**config.mk**
```make
export PLATFORM = sky130hd
export DESIGN_NAME = axis_pkt_arbiter
export DESIGN_NICKNAME = d
export VERILOG_FILES = /design/src/rtl/axis_pkt_arbiter.sv
export SDC_FILE = /design/constraint.sdc
export NUM_CORES = 1
export LEC_CHECK = 0
export ABC_AREA = 1
export CORE_MARGIN = 8
export CORE_UTILIZATION = 25
export CTS_BUF_LIST = sky130_fd_sc_hd__clkbuf_16
export DETAILED_ROUTE_END_ITERATION = 16
export PLACE_DENSITY = 0.83
export SLEW_MARGIN = 20
export SYNTH_ARGS = -nofsm -noshare
export SYNTH_HDL_FRONTEND = slang
export SYNTH_SLANG_ARGS = --single-unit
```
**constraint.sdc**
```tcl
create_clock -name ACLK -period 1.55 [get_ports ACLK]
set_input_delay 0.31 -clock ACLK [delete_from_list [all_inputs] [get_ports ACLK]]
set_output_delay 0.31 -clock ACLK [all_outputs]
set_load 0.05 [all_outputs]
```
**src/rtl/axis_pkt_arbiter.sv**
```systemverilog
`default_nettype none
// ============================================================================
// Module   : axis_pkt_arbiter
// Brief    : Round-robin, packet-granular N:1 AXI-Stream arbiter with tid tag.
// Revision : 1.0 - initial release
// ============================================================================
module axis_pkt_arbiter #(
    parameter int NUM_PORTS  = 4,
    parameter int DATA_WIDTH = 32,
    parameter int ID_WIDTH   = $clog2(NUM_PORTS)
) (
    input  logic                            ACLK,
    input  logic                            ARESETn,
    input  logic [NUM_PORTS*DATA_WIDTH-1:0] s_axis_tdata,
    input  logic [NUM_PORTS-1:0]            s_axis_tlast,
    input  logic [NUM_PORTS-1:0]            s_axis_tvalid,
    output logic [NUM_PORTS-1:0]            s_axis_tready,
    output logic [DATA_WIDTH-1:0]           m_axis_tdata,
    output logic                            m_axis_tlast,
    output logic                            m_axis_tvalid,
    input  logic                            m_axis_tready,
    output logic [ID_WIDTH-1:0]             m_axis_tid
);

    localparam logic [0:0] c_S_IDLE = 1'b0;
    localparam logic [0:0] c_S_BUSY = 1'b1;
    localparam int         c_SCAN_W = ID_WIDTH + 1;

    logic [0:0]            r_state;
    logic [ID_WIDTH-1:0]   r_grant;
    logic [ID_WIDTH-1:0]   r_last_grant;

    logic [DATA_WIDTH-1:0] w_port_data [NUM_PORTS];
    logic [ID_WIDTH-1:0]   w_next;
    logic [c_SCAN_W-1:0]   w_cand;
    logic                  w_found;

    generate
        for (genvar i = 0; i < NUM_PORTS; i++) begin : g_unpack
            assign w_port_data[i] = s_axis_tdata[i*DATA_WIDTH +: DATA_WIDTH];
        end
    endgenerate

    // Scan upward from last_grant+1; the extra bit keeps the sum exact before wrapping.
    always_comb begin
        w_next  = '0;
        w_found = 1'b0;
        w_cand  = '0;
        for (int k = 1; k <= NUM_PORTS; k++) begin
            w_cand = {1'b0, r_last_grant} + c_SCAN_W'(k);
            if (w_cand >= c_SCAN_W'(NUM_PORTS)) begin
                w_cand = w_cand - c_SCAN_W'(NUM_PORTS);
            end
            if (!w_found && s_axis_tvalid[w_cand[ID_WIDTH-1:0]]) begin
                w_found = 1'b1;
                w_next  = w_cand[ID_WIDTH-1:0];
            end
        end
    end

    assign m_axis_tdata  = w_port_data[r_grant];
    assign m_axis_tlast  = s_axis_tlast[r_grant];
    assign m_axis_tvalid = (r_state == c_S_BUSY) && s_axis_tvalid[r_grant];
    assign m_axis_tid    = r_grant;

    always_comb begin
        s_axis_tready = '0;
        if (r_state == c_S_BUSY) begin
            s_axis_tready[r_grant] = m_axis_tready;
        end
    end

    always_ff @(posedge ACLK) begin
        if (!ARESETn) begin
            r_state      <= c_S_IDLE;
            r_grant      <= '0;
            r_last_grant <= ID_WIDTH'(NUM_PORTS - 1);
        end else begin
            case (r_state)
                c_S_IDLE: begin
                    if (w_found) begin
                        r_grant <= w_next;
                        r_state <= c_S_BUSY;
                    end
                end
                c_S_BUSY: begin
                    if (m_axis_tvalid && m_axis_tready && m_axis_tlast) begin
                        r_last_grant <= r_grant;
                        r_state      <= c_S_IDLE;
                    end
                end
                default: r_state <= c_S_IDLE;
            endcase
        end
    end

endmodule
`default_nettype wire

```
==> metrics <==
status=finished with violations; failing checks=negative setup slack; worst hold slack=572 ps; antenna viol nets, final=0; Clock Latency Late Sink=230 ps; max-slew violations=0; Worst EP required=1240 ps; internal power=0.00240 W; reg2reg start=m_axis_tid[0]; Final Hold Vio Count=0; drt drc=0; Detailed Routing Iterations Pass 1=4; worst setup margin=-247 ps; sequential power share=0.041; TritonCTS clock tree=built; Switching Share=0.475; DR iter-0 viols=156; Post-synth EDFFs=0; initial antenna violation count=0; Worst Tran Pin Value=281 ps; Post-synth ARST share=0; Worst-path clk slew=40 ps; clk buf depth=2; Detail Placement HPWL=7900 µm; RD Place Congestion=0.930; sequential share of the synthesized area=0.0776; Post-Layout Cell Count=492; H-tree depth=1; core area=5040 µm²; Setup-failing EPs final=35; io pins=179; die area=7710 µm²; ant diodes=0; Leak=1.87 nW; clock power share=0.095; Startpoint Class=flip-flop; Distinct cells, synth=24; peak supply drop=716 µV; PwrDens=1030 nW/µm²; Die X=87.8 µm; CTS Buf Count=3; grt ovf=0; vias in the first global route=2856; routed vias=2662; synth-to-layout area growth=246%; layout cell share with drive strength beyond 1=0.441; TNS Setup=-6390 ps; Synth Flop Type=dfxtp_1; Sink Count=5; fin crit share=1.16; Post-CTS Hold Fix Bufs=0; hold path cells=2; syn_area_per_cell=5.73 µm²; largest fanout on the critical path=5; Post-Syn Area=1290 µm²; Final #Nets=562; cell count after synthesis=225; post-synthesis register bit count=5; Placed Instances=477; drt total wl=11500 µm; skew final=1.95 ps; synthesized net count=364; Starting Density=0.256; worst reg2reg path depth=8; Max Clock Freq=557 MHz; root buf cell=clkbuf_16; combinational power share=0.864; Crit Path Category=flip-flop to primary output; Critical Path End Type=primary output; hold_sp=r_state; Max Cap Viol=0; yosys warns=0; net switching power=0.00217 W; first-pass GRT wire length=16200 µm; die height=87.8 µm; pin count of the biggest net entering global routing=17; r2r endpoint=r_last_grant[1]; RSZ-0062 raised after global routing=yes; worst hold path class=flip-flop to flip-flop; slew margin rel.=0.813; R2R Setup Slk=20 ps; Final min period=1800 ps; worst hold endpoint=r_state; Total GRT Usage=0.275; num rows=26; Buffers on Ports=178; Worst EP arrival=1490 ps; post-DR vias/cell=5.41; WL/cell=23.3 µm
==> cell type report <==
| cell class | instances | area, µm² |
|---|---|---|
| inverters | 14 | 67.6 |
| fillers | 231 | 583 |
| clock inverters | 1 | 5.00 |
| repair buffers | 208 | 2590 |
| multi-input cells | 191 | 1520 |
| flip-flops and latches | 5 | 108 |
| well taps | 70 | 87.6 |
| clock buffers | 3 | 75.1 |
==> how the worst max path moves through the flow <==
stage,from,end,slack (ps),cells after the start
after floorplan,m_axis_tid[1],r_state,-240,8
after global placement,s_axis_tvalid[2],m_axis_tid[0],-110,12
after detailed placement,s_axis_tvalid[0],m_axis_tid[0],-190,12
after CTS,m_axis_tid[1],m_axis_tdata[17],-200,7
after global routing,m_axis_tid[0],m_axis_tvalid,-290,8
final,m_axis_tid[0],m_axis_tvalid,-250,7
==> cell usage in the layout (no fill, tap or decap), types with 3 or more instances in the layout <==
| cell type | synthesis | final |
|---|---|---|
| a22oi_1 | 51 | 15 |
| a22oi_2 | 0 | 36 |
| buf_12 | 0 | 44 |
| buf_16 | 0 | 4 |
| buf_4 | 2 | 16 |
| buf_8 | 0 | 3 |
| clkbuf_16 | 0 | 4 |
| clkdlybuf4s50_1 | 0 | 133 |
| dfxtp_1 | 5 | 3 |
| dlymetal6s2s_1 | 0 | 4 |
| inv_1 | 7 | 6 |
| inv_2 | 5 | 3 |
| nand2_1 | 83 | 52 |
| nand2_2 | 9 | 37 |
| nand2_4 | 4 | 7 |
| nand3_1 | 20 | 9 |
| nand3_4 | 1 | 11 |
| nand4_1 | 3 | 3 |
| nor2_1 | 8 | 6 |
| nor2_4 | 0 | 4 |
==> synthesized netlist by cell type (2+ instances only) <==
cell type  instances  share of area
a22oi_1           51           0.30
buf_2              5          0.019
buf_4              2          0.012
clkbuf_1           7          0.020
dfxtp_1            5          0.078
inv_1              7          0.020
inv_2              5          0.015
nand2_1           83           0.24
nand2_2            9          0.044
nand2_4            4          0.035
nand3_1           20          0.078
nand4_1            3          0.015
nor2_1             8          0.023
nor2_2             3          0.015
nor3_1             3          0.012
o211ai_1           2          0.012
==> flip-flops by register name, indices dropped and copies added (netlist names) <==
signal        count
m_axis_tid        2
r_last_grant      2
r_state           1
==> kinds of logic (layout without fill, tap and decap cells) <==
logic type | Yosys count | count (layout) | share of synthesized area
buffers and inverters | 29 | 226 | 0.105
AO/OA/AOI/OAI | 55 | 55 | 0.318
flip-flops | 5 | 5 | 0.0776
AND/OR/NAND/NOR | 136 | 136 | 0.500
==> critical path: stages, from the launching register on <==
cell and delay, ps:
dfxtp_4 380, nor2_4 230, buf_8 170, nand2_1 50, nand4_1 110, inv_2 70, nor2_4 100, buf_12 140
==> what timing repair did <==
action                     4_1_cts  5_1_grt
cloned                           4        1
buffers inserted                 5        3
pin swaps                       27        6
setup endpoints to repair       38       40
resized for setup               62       17
==> power groups by stage <==
stage                     registers (W)  logic [W]  clock network, W
final                          0.000186    0.00396          0.000435
after global routing           0.000189    0.00410          0.000449
after CTS                      0.000185    0.00383          0.000434
after detailed placement       0.000180    0.00349                 0
after global placement         0.000179    0.00344                 0
after floorplan                0.000192    0.00171                 0
==> stage by stage <==
stage / total power (W) / utilization / cell area, µm² / setup slack [ps]
floorplan: 0.00190 / - / 1540 / -245
global placement: 0.00362 / 0.768 / 3870 / -112
detailed placement: 0.00367 / 0.768 / 3870 / -193
CTS: 0.00445 / 0.867 / 4370 / -197
global route: 0.00474 / 0.884 / 4460 / -294
finish: 0.00458 / 0.884 / 4460 / -247
==> layer usage <==
metal	track usage	wire length, µm
met1	0.281	4030
met3	0.0826	1010
met2	0.511	6110
met4	0.0969	340
met5	0	0
(Power assumes the default switching activity.)
